## src/rtl/conv_encoder.sv

```systemverilog
// ---------------------------------------------------------------------------
// conv_encoder
//
// Rate-1/2, constraint-length-3 convolutional encoder with generators
// g0 = 7 (octal) and g1 = 5 (octal). Each accepted data bit produces one
// 2-bit code pair. After the bit flagged with in_last, two zero tail bits
// are encoded so that every frame leaves the encoder in state 00. That is
// the state the Viterbi traceback starts from.
//
// The output is a single fully registered slot. It refills on the same cycle
// it drains, which sustains one pair per clock.
//
// Ports
//   clk        : clock, rising edge
//   rst_n      : synchronous active-low reset
//   in_valid   : in_bit / in_last are valid
//   in_bit     : data bit to encode
//   in_last    : final data bit of the frame
//   in_ready   : encoder accepts a bit this cycle (combinational)
//   out_valid  : out_pair / out_last are valid
//   out_pair   : [1] = d^s1^s2 (g0), [0] = d^s2 (g1)
//   out_last   : final tail pair of the frame
//   out_ready  : downstream accepts out_pair
//   busy       : encoder is emitting the tail (registered)
//   frame_cnt  : frames whose last pair was accepted, wraps modulo 2^CNT_W
// ---------------------------------------------------------------------------
module conv_encoder #(
    parameter int CNT_W = 16
) (
    input  logic             clk,
    input  logic             rst_n,
    input  logic             in_valid,
    input  logic             in_bit,
    input  logic             in_last,
    output logic             in_ready,
    output logic             out_valid,
    output logic [1:0]       out_pair,
    output logic             out_last,
    input  logic             out_ready,
    output logic             busy,
    output logic [CNT_W-1:0] frame_cnt
);

    typedef enum logic [1:0] {
        ST_DATA  = 2'd0,
        ST_TAIL1 = 2'd1,
        ST_TAIL2 = 2'd2
    } state_e;

    // Control state and encoder shift register (s1 = previous bit,
    // s2 = the bit before that).
    state_e state_q, state_d;
    logic   s1_q, s1_d;
    logic   s2_q, s2_d;

    // Output slot.
    logic       out_valid_q, out_valid_d;
    logic [1:0] out_pair_q,  out_pair_d;
    logic       out_last_q,  out_last_d;

    logic             busy_q, busy_d;
    logic [CNT_W-1:0] frame_cnt_q, frame_cnt_d;

    // Per-cycle decisions made by the FSM.
    logic slot_free;
    logic load;       // a new pair enters the output slot this cycle
    logic enc_bit;    // bit fed to the encoder (data bit or tail zero)
    logic load_last;  // the pair being loaded closes the frame
    logic last_xfer;  // the closing pair is handed downstream this cycle

    // The slot can take a new pair when it is empty or is draining this
    // cycle. Using out_ready here is what allows back-to-back pairs.
    assign slot_free = !out_valid_q || out_ready;
    assign last_xfer = out_valid_q && out_ready && out_last_q;

    // -----------------------------------------------------------------------
    // Next-state and handshake logic
    // -----------------------------------------------------------------------
    // NOTE: every signal driven here gets a default before the case
    // statement. A path that leaves one unassigned would infer a latch.
    always_comb begin
        state_d   = state_q;
        in_ready  = 1'b0;
        load      = 1'b0;
        enc_bit   = 1'b0;
        load_last = 1'b0;

        unique case (state_q)
            ST_DATA: begin
                in_ready = slot_free;
                if (in_valid && slot_free) begin
                    load    = 1'b1;
                    enc_bit = in_bit;
                    if (in_last) begin
                        state_d = ST_TAIL1;
                    end
                end
            end

            ST_TAIL1: begin
                // First flush bit. Input stays blocked, even during a stall.
                if (slot_free) begin
                    load    = 1'b1;
                    state_d = ST_TAIL2;
                end
            end

            ST_TAIL2: begin
                // Second flush bit. After it the shift register is back to 00.
                if (slot_free) begin
                    load      = 1'b1;
                    load_last = 1'b1;
                    state_d   = ST_DATA;
                end
            end

            default: begin
                state_d = ST_DATA;
            end
        endcase
    end

    // -----------------------------------------------------------------------
    // Encoder datapath and output slot
    // -----------------------------------------------------------------------
    always_comb begin
        s1_d        = s1_q;
        s2_d        = s2_q;
        out_pair_d  = out_pair_q;
        out_last_d  = out_last_q;
        // The slot stays occupied only while it is stalled. It is refilled
        // below if a pair is generated this cycle.
        out_valid_d = out_valid_q && !out_ready;

        if (load) begin
            out_valid_d = 1'b1;
            out_pair_d  = {enc_bit ^ s1_q ^ s2_q, enc_bit ^ s2_q};
            out_last_d  = load_last;
            s2_d        = s1_q;
            s1_d        = enc_bit;
        end
    end

    // busy tracks the state being entered, so the registered copy always
    // equals (state_q != ST_DATA).
    assign busy_d = (state_d != ST_DATA);

    always_comb begin
        frame_cnt_d = frame_cnt_q;
        if (last_xfer) begin
            frame_cnt_d = frame_cnt_q + CNT_W'(1);
        end
    end

    // -----------------------------------------------------------------------
    // Registers. A reset discards any pending pair and the partial frame.
    // -----------------------------------------------------------------------
    // NOTE: sequential state uses non-blocking assignments only. Every
    // register then samples its pre-edge value, whatever order the
    // statements are written in.
    always_ff @(posedge clk) begin
        if (!rst_n) begin
            state_q     <= ST_DATA;
            s1_q        <= 1'b0;
            s2_q        <= 1'b0;
            out_valid_q <= 1'b0;
            out_pair_q  <= 2'b00;
            out_last_q  <= 1'b0;
            busy_q      <= 1'b0;
            frame_cnt_q <= '0;
        end else begin
            state_q     <= state_d;
            s1_q        <= s1_d;
            s2_q        <= s2_d;
            out_valid_q <= out_valid_d;
            out_pair_q  <= out_pair_d;
            out_last_q  <= out_last_d;
            busy_q      <= busy_d;
            frame_cnt_q <= frame_cnt_d;
        end
    end

    assign out_valid = out_valid_q;
    assign out_pair  = out_pair_q;
    assign out_last  = out_last_q;
    assign busy      = busy_q;
    assign frame_cnt = frame_cnt_q;

endmodule
```

## config.mk

```make
export PLATFORM = sky130hd
export DESIGN_NAME = conv_encoder
export DESIGN_NICKNAME = d
export VERILOG_FILES = /design/src/rtl/conv_encoder.sv
export SDC_FILE = /design/constraint.sdc
export NUM_CORES = 1
export LEC_CHECK = 0
export CAP_MARGIN = 20
export CORE_ASPECT_RATIO = 0.75
export CORE_MARGIN = 2
export CORE_UTILIZATION = 40
export CTS_BUF_LIST = sky130_fd_sc_hd__clkbuf_4 sky130_fd_sc_hd__clkbuf_8
export CTS_CLUSTER_DIAMETER = 100
export DETAILED_ROUTE_END_ITERATION = 8
export PLACE_DENSITY = 0.71
export SLEW_MARGIN = 10
export SYNTH_ARGS = -nofsm -noshare
export SYNTH_HDL_FRONTEND = slang
export SYNTH_SLANG_ARGS = --single-unit
export TNS_END_PERCENT = 1
```

## constraint.sdc

```tcl
create_clock -name clk -period 2.12 [get_ports clk]
set_clock_uncertainty 0.05 [all_clocks]
set_input_delay 0.424 -clock clk [delete_from_list [all_inputs] [get_ports clk]]
set_output_delay 0.424 -clock clk [all_outputs]
set_load 0.005 [all_outputs]
```

## Word-level counts from Yosys, hierarchy flattened

Cells that the tools add are included.

- Register bits: 25
- Input bits: 6
- Output and inout port bits: 22
- Logic and storage cells: 37

- Add/subtract/negate cells: 1
- Equality and inequality tests: 2
- Multiplexer cells: 13
- Bitwise gates (word level): 3
- Reduce and logical (&&, ||, !) cells: 10

Operators with widths:

| kind | number |
|---|---|
| $add 16x1->16 const B | 1 |
| $mux 2 | 4 |
| $mux 1 | 7 |
| $pmux 2 s3 | 1 |
| $logic_and 1x1->1 | 4 |
| $xor 1x1->1 | 3 |
| $eq 2x1->1 const B | 1 |
| $eq 2x2->1 const B | 1 |
| $logic_not 1->1 | 2 |
| $logic_not 2->1 | 1 |
| $pmux 1 s2 | 1 |
| $reduce_bool 2->1 | 1 |
| $reduce_or 2->1 | 1 |
| $logic_or 1x1->1 | 1 |

## Longest topological paths before layout

Gate-level depths: netlist (run 1).

- Depth in word-level cells: 7
- Gate-level depth with buffers: 6
- Mapped depth without buffers: 6

## Worst setup path after synthesis (run 1)

OpenSTA, ideal clock, no wires.

- Kind: flip-flop to flip-flop
- From: register state_q[0]
- To: register out_pair_q[0] (netlist: out_pair[0])
- Setup time: 0.086 ns
- Arrival: 1.395 ns
- Data required time: 1.984 ns
- Slack: 0.589 ns
- Cell stages (with the launch flop): 7
- Buffers on the path: 0
- Period minus slack after synthesis: 1.531 ns
- Cell sequence: dfxtp_1 inv_1 ha_1 inv_1 or3_1 xor2_1 a211oi_1

- Longest elaborated chain between the ends: 3
- Elaborated cells on any way between the ends: 7
- Classes of those cells: 2 x eq/ne; 2 x mux; 1 x bitwise; 2 x reduce/logical

RTL lines:

| what | line | source |
|---|---|---|
| start: declaration | 52 | `state_e state_q, state_d;` |
| start signal: assignment | 172 | `state_q <= state_d;` |
| $eq 2x2->1, or another cell as far along | 88 | `unique case (state_q)` |
| $reduce_or 2->1 (no source line) or $mux 1 (tied branches) | -- |  |
| $pmux 1 s2 or $xor 1x1->1 (tied branches) | 88, 137 |  |
| end signal: assignment | 176 | `out_pair_q <= out_pair_d;` |
| end: declaration | 58 | `logic [1:0] out_pair_q, out_pair_d;` |

Parallel ways exist; a longest one is shown, timed or not.
A chain may end at the register's enable or synchronous reset.

## Worst setup path in the final report (run 1)

- From: register state_q[0]
- To: output port in_ready

- Longest elaborated chain between the ends: 2

RTL lines:

| what | line | source |
|---|---|---|
| $logic_not 2->1 | 88 |  |
| $mux 1 | 88 |  |
| end: declaration | 35 | `output logic in_ready,` |

No other way between the ends.

==> impl_metrics.yaml, run 1 <==
synthesis:
  synth_area_leaders: "dfxtp_1, xor2_1, nor2_1"
  seq_area_frac_synth: 0.415
  synth_flop_cell: "dfxtp_1"
  syn_nets: 144
  syn_area_um2: 1210
  synth_largest_area_cell: "dfxtp_1"
  syn_inst: 133
  avgSynthCellArea_um2: 9.08
  ys_types: 34
  ys_seq_elements: 25
  synth_top_area_share: 0.415
  synth_edf_count: 0
  yosysWarnings: 0
  async_flop_share: 0
power_and_ir_drop:
  seqPwrFrac: 0.531
  internal_power_mw: 0.719
  power.switching_mw: 0.230
  p_total_mw: 0.949
  comb_power_share: 0.166
  peakVddDrop_mv: 0.422
  p_leak_nw: 0.608
  swShare: 0.242
  cellPowerDensity_nw_per_um2: 590
  clkPwrFrac: 0.303
job:
  drv_cap: 0
setup_path:
  crit_type: "reg2out"
  start_kind: "flip-flop"
  cp-end-kind: "output pin"
  required_ns: 1.65
  crit_path_max_fanout: 5
  timing.reg2reg.setup_slack_ns: 0.49
  critical_path_arrival_ns: 1.53
finish:
  final_area_um2: 1610
  layout-drive-gt1-share: 0.127
  area_growth_pct: 33.2
  nets: 178
  diodes: 0
sta:
  final_hold_viol_count: 0
  setup_tns_ns: 0
  rsz0062_at_grt: "false"
  max_freq_mhz: 498
  period_share: 0.947
  fin_hold_ws_ns: 0.424
  finalSetupViolCount: 0
  slew_violations: 0
  relSlewSlack: 0.780
  tightest_slew_ns: 0.330
  setup_slack_ns: 0.113
  period_needed_ns: 2.01
place:
  gp_congestion: 0.931
  post-place-ws_ns: -0.0553
  hpwl_mm: 2.07
  port_buffers: 27
  placed_cell_area_um2: 1540
drt:
  num_vias: 1105
  drt_pre_antenna_iters: 4
  drc: 0
  wl_mm: 2.76
  wl_per_cell_um: 13.5
  first_iter_violations: 24
  viasPerCell: 5.42
  ant_nets: 0
floorplan:
  chipHeight_um: 51.6
  fp.dieW_um: 67.4
  dieArea_um2: 3480
  coreArea_um2: 2910
  pin_count: 28
  rows: 17
  start_util: 0.414
clock_tree:
  cts.clk_slew.worst_paths_ns: 0.08
  cts_max_level: 1
  cts_tree: "done"
  clk_path_buf_depth: 2
  clock-sinks: 25
  cts_buffers: 3
  cts_root_buffer: "clkbuf_8"
  cts_setup_buffers: 0
  clk_latency_ns: 0.26
min_path:
  hp-class: "reg2reg"
global_routing:
  grt_first_pass_wirelength_mm: 4.95
  grt_pass1_vias: 1125
  antenna_found_initial: 0
  grt_max_degree: 23
  grt.overflow.total: 0
  grt_usage: 0.185
run_status:
  status: "complete, no violations"
what timing repair did:
item	in CTS	in global routing
hold buffers	0	0
hold endpoints to repair	0	0
pin swaps	0	1
endpoints found under the setup margin	1	1
resized for setup	4	4
per-stage QoR:
stage	util	cells
3_5_place_dp	0.529	200
4_1_cts	0.551	204
2_1_floorplan	-	133
5_1_grt	0.552	204
6_report	0.552	204
3_3_place_gp	0.529	200
worst paths after layout:
path                                       to  depth (start not counted)         start
worst max register to register  frame_cnt[12]                          5  frame_cnt[0]
worst min register to register    out_pair[1]                          2   out_pair[1]
worst max-delay path                 in_ready                          5    state_q[0]
worst min-delay path              out_pair[1]                          2   out_pair[1]
cell families after synthesis:
| group | count (synthesis) | share of synthesized area |
|---|---|---|
| muxes | 3 | 0.0249 |
| DFF | 25 | 0.415 |
| and+or+nand+nor | 55 | 0.269 |
| adders and majority gates | 5 | 0.0518 |
| buffers and inverters | 10 | 0.0383 |
| AOI/OAI and AO/OA | 23 | 0.114 |
| xor gates and xnor gates | 12 | 0.0870 |
cells in the mapped netlist (3+ instances only):
master and number:
dfxtp_1 25, nor2_1 19, xor2_1 11, a21oi_1 10
inv_1 7, nand3_1 6, o21ai_0 6, ha_1 5
nand4_1 5, nand2_1 4, or3_1 4, mux2i_1 3
flip-flops by register name (all words and copies together) (netlist names):
name / count
out_pair: 2
s2_q: 1
out_valid: 1
state_q: 2
frame_cnt: 16
s1_q: 1
busy: 1
out_last: 1
cell usage in the layout, fill, tap and decap left out, types with 2 or more instances in the layout:
master	count
and3_1	2
nand2_1	4
dfxtp_2	2
inv_1	5
nand4_1	5
or4_1	2
xor2_1	11
or3_1	4
o21ai_0	6
clkbuf_8	3
o31ai_1	2
a21oi_1	10
ha_1	4
mux2i_1	3
buf_4	5
a41oi_1	2
nor2_1	18
nand3_1	6
nand2b_1	2
clkdlybuf4s50_1	26
dfxtp_1	23
and2_1	2
inv_2	2
worst max-delay path, stage by stage, from the launching register on:
cell and delay, ns:
dfxtp_2 0.35, inv_2 0.08, ha_4 0.15, inv_1 0.08, nor2_2 0.10, clkdlybuf4s50_1 0.51
cell type report:
| cell class | instances | area, um2 |
|---|---|---|
| sequential | 25 | 503 |
| timing repair buffer | 32 | 307 |
| inverter | 7 | 26.3 |
| clock buffer | 4 | 48.8 |
| multi-input combinational | 98 | 676 |
| fill | 261 | 1310 |
| tap | 38 | 47.5 |
power groups by stage:
stage,logic [mW],registers [mW],clock network [mW]
6_report,0.158,0.504,0.287
5_1_grt,0.177,0.507,0.313
4_1_cts,0.157,0.503,0.292
3_5_place_dp,0.150,0.514,0
3_3_place_gp,0.146,0.512,0
2_1_floorplan,0.0807,0.512,0
metal layers:
layer | up-vias | part of all wire | GRT usage
met2 | 27 | 0.49 | 0.320
li1 | 536 | - | -
met3 | 6 | 0.036 | 0.0476
met4 | 0 | 0.015 | 0.0748
met1 | 536 | 0.46 | 0.219
met5 | - | 0 | 0
(Power assumes the default switching activity.)
==> run 2: changes to the inputs <==
--- a/config.mk
+++ b/config.mk
@@ -5,7 +5,7 @@
 export SDC_FILE = /design/constraint.sdc
 export NUM_CORES = 1
 export LEC_CHECK = 0
-export CAP_MARGIN = 20
+export CAP_MARGIN = 15
 export CORE_ASPECT_RATIO = 0.75
 export CORE_MARGIN = 2
 export CORE_UTILIZATION = 40
@@ -13,6 +13,7 @@
 export CTS_CLUSTER_DIAMETER = 100
 export DETAILED_ROUTE_END_ITERATION = 8
 export PLACE_DENSITY = 0.71
+export REMOVE_ABC_BUFFERS = 1
 export SLEW_MARGIN = 10
 export SYNTH_ARGS = -nofsm -noshare
 export SYNTH_HDL_FRONTEND = slang
==> run 2 against run 1 <==
Final cell count rose by 0.98%. Non-clock buffer count rose by 2. Via count fell by 3.6%. Global-route usage fell by 2.2 points. Combinational power rose by 4%. Total power rose by 1.1%. Highest routed layer unchanged. Clock power rose by 2%. Critical endpoint unchanged. Clock-buffer cell count did not move. Routed wire length fell by 5.1%. Worst hold slack got worse by 0.0046 ns. Flip-flop and latch count did not move. Cell area rose by 1.0%.
==> impl_metrics.yaml, run 2 (synthesis results as in run 1) <==
global_routing:
  grt_max_degree: 23
  grt_usage: 0.164
  grt.overflow.total: 0
  antenna_found_initial: 0
  met3_usage: 0.0455
  grt_use_met1: 0.209
  grt_pass1_vias: 972
  met2_usage: 0.269
  grt_first_pass_wirelength_mm: 4.31
  busiest_layer: "met2"
power_and_ir_drop:
  cellPowerDensity_nw_per_um2: 591
  clkPwrFrac: 0.305
  seqPwrFrac: 0.525
  peakVddDrop_mv: 0.376
  swShare: 0.244
  internal_power_mw: 0.726
  p_leak_nw: 0.616
  comb_power_share: 0.170
  p_total_mw: 0.960
  power.switching_mw: 0.234
clock_tree:
  cts.clk_slew.worst_paths_ns: 0.08
  cts_tree: "done"
  cts_root_buffer: "clkbuf_8"
  ctsResizeCount: 3
  clk_latency_ns: 0.27
  clock-sinks: 25
  cts_buffers: 3
  ctsHoldBuffers: 0
  cts_setup_buffers: 0
  clk_path_buf_depth: 2
  cts_max_level: 1
sta:
  setup_slack_ns: 0.0366
  relSlewSlack: 0.787
  slew_violations: 0
  period_needed_ns: 2.08
  setup_tns_ns: 0
  final_hold_viol_count: 0
  rsz0062_at_grt: "false"
  fin_hold_ws_ns: 0.420
  period_share: 0.983
  finalSetupViolCount: 0
  max_freq_mhz: 480
  tightest_slew_ns: 0.319
finish:
  fin_util: 0.557
  final_cell_mix: "clkdlybuf4s50_1, dfxtp_1, nor2_1, xor2_1, a21oi_1"
  largest_register_ffs: 16
  layout-drive-gt1-share: 0.137
  final_area_um2: 1620
  nets: 180
  diodes: 0
  mostFrequentLayoutCell: "clkdlybuf4s50_1"
  final-instance-count-excl-fill: 206
  area_growth_pct: 34.5
job:
  drv_cap: 0
setup_path:
  crit_path_max_incr_delay_ns: 0.50
  crit_chain: "clkdlybuf4s50_1, nor2b_1, nor2_2, clkdlybuf4s50_1"
  cp.buffers_inverters: 2
  timing.reg2reg.setup_slack_ns: 0.50
  reg2reg_to: "frame_cnt[12]"
  critPathTopFamily: "buffers and inverters"
  r2r_cells: 5
  cpMostUsedCell: "clkdlybuf4s50_1"
  cp.depth: 4
  critical_path_arrival_ns: 1.61
  start_kind: "input pin"
  cp-end-kind: "output pin"
  crit_type: "in2out"
  crit_path_max_fanout: 3
  crit_slowest_cell: "clkdlybuf4s50_1"
  crit-reg2reg-launch: "frame_cnt[0]"
  required_ns: 1.65
min_path:
  hp-class: "reg2reg"
  min_to: "out_pair[1]"
  hp-start: "out_pair[1]"
  whs_path_depth: 2
floorplan:
  coreArea_um2: 2910
  dieArea_um2: 3480
  chipHeight_um: 51.6
  fp.dieW_um: 67.4
  pin_count: 28
  rows: 17
  start_util: 0.414
drt:
  drc: 0
  drt_pre_antenna_iters: 6
  ant_nets: 0
  wl_mm: 2.62
  viasPerCell: 5.17
  first_iter_violations: 47
  num_vias: 1065
  wl_per_cell_um: 12.7
place:
  port_buffers: 27
  placedCellCount: 202
  placed_cell_area_um2: 1560
  hpwl_mm: 1.93
  post-place-ws_ns: 0.00144
  gp_congestion: 0.871
run_status:
  status: "complete, no violations"
run 2: changes by cell type in the layout (fill, tap and decap cells not counted):
cell / before / now
buf_4: 5 / 7
clkdlybuf4s50_1: 26 / 27
dlygate4sd2_1: 1 / 0
run 2: area by class of cell:
| type | count | area (um2) |
|---|---|---|
| flip-flops and latches | 25 | 503 |
| multi-input cells | 98 | 676 |
| inverters | 7 | 26.3 |
| repair buffers | 34 | 323 |
| clock buffers | 4 | 48.8 |
| well taps | 38 | 47.5 |
| fillers | 254 | 1290 |
run 2: routing by layer:
metal	share of wire	routed length, um
met4	0.013	35
met2	0.46	1210
met3	0.032	83
met5	0	0
met1	0.49	1290
run 2: power by group through the flow:
stage / logic, mW / clock network, mW / registers [mW]
2_1_floorplan: 0.0794 / 0 / 0.512
3_3_place_gp: 0.154 / 0 / 0.513
3_5_place_dp: 0.155 / 0 / 0.513
4_1_cts: 0.158 / 0.300 / 0.503
5_1_grt: 0.180 / 0.324 / 0.507
6_report: 0.164 / 0.292 / 0.504
run 2: tightest hold or removal path, delay by kind of cell (launching register included):
| kind | cells | cell delay, ns |
|---|---|---|
| simple gates | 1 | 0.06 |
| flops | 1 | 0.32 |
| compound gates | 1 | 0.05 |
run 2: worst max-delay path by stage:
stage | from | slack [ns] | endpoint
2_1_floorplan | out_ready | 0.57 | frame_cnt[15]
3_3_place_gp | out_ready | 0.03 | in_ready
3_5_place_dp | out_ready | 0.001 | in_ready
4_1_cts | state_q[0] | 0.003 | in_ready
5_1_grt | state_q[0] | 0.004 | in_ready
6_report | out_ready | 0.04 | in_ready
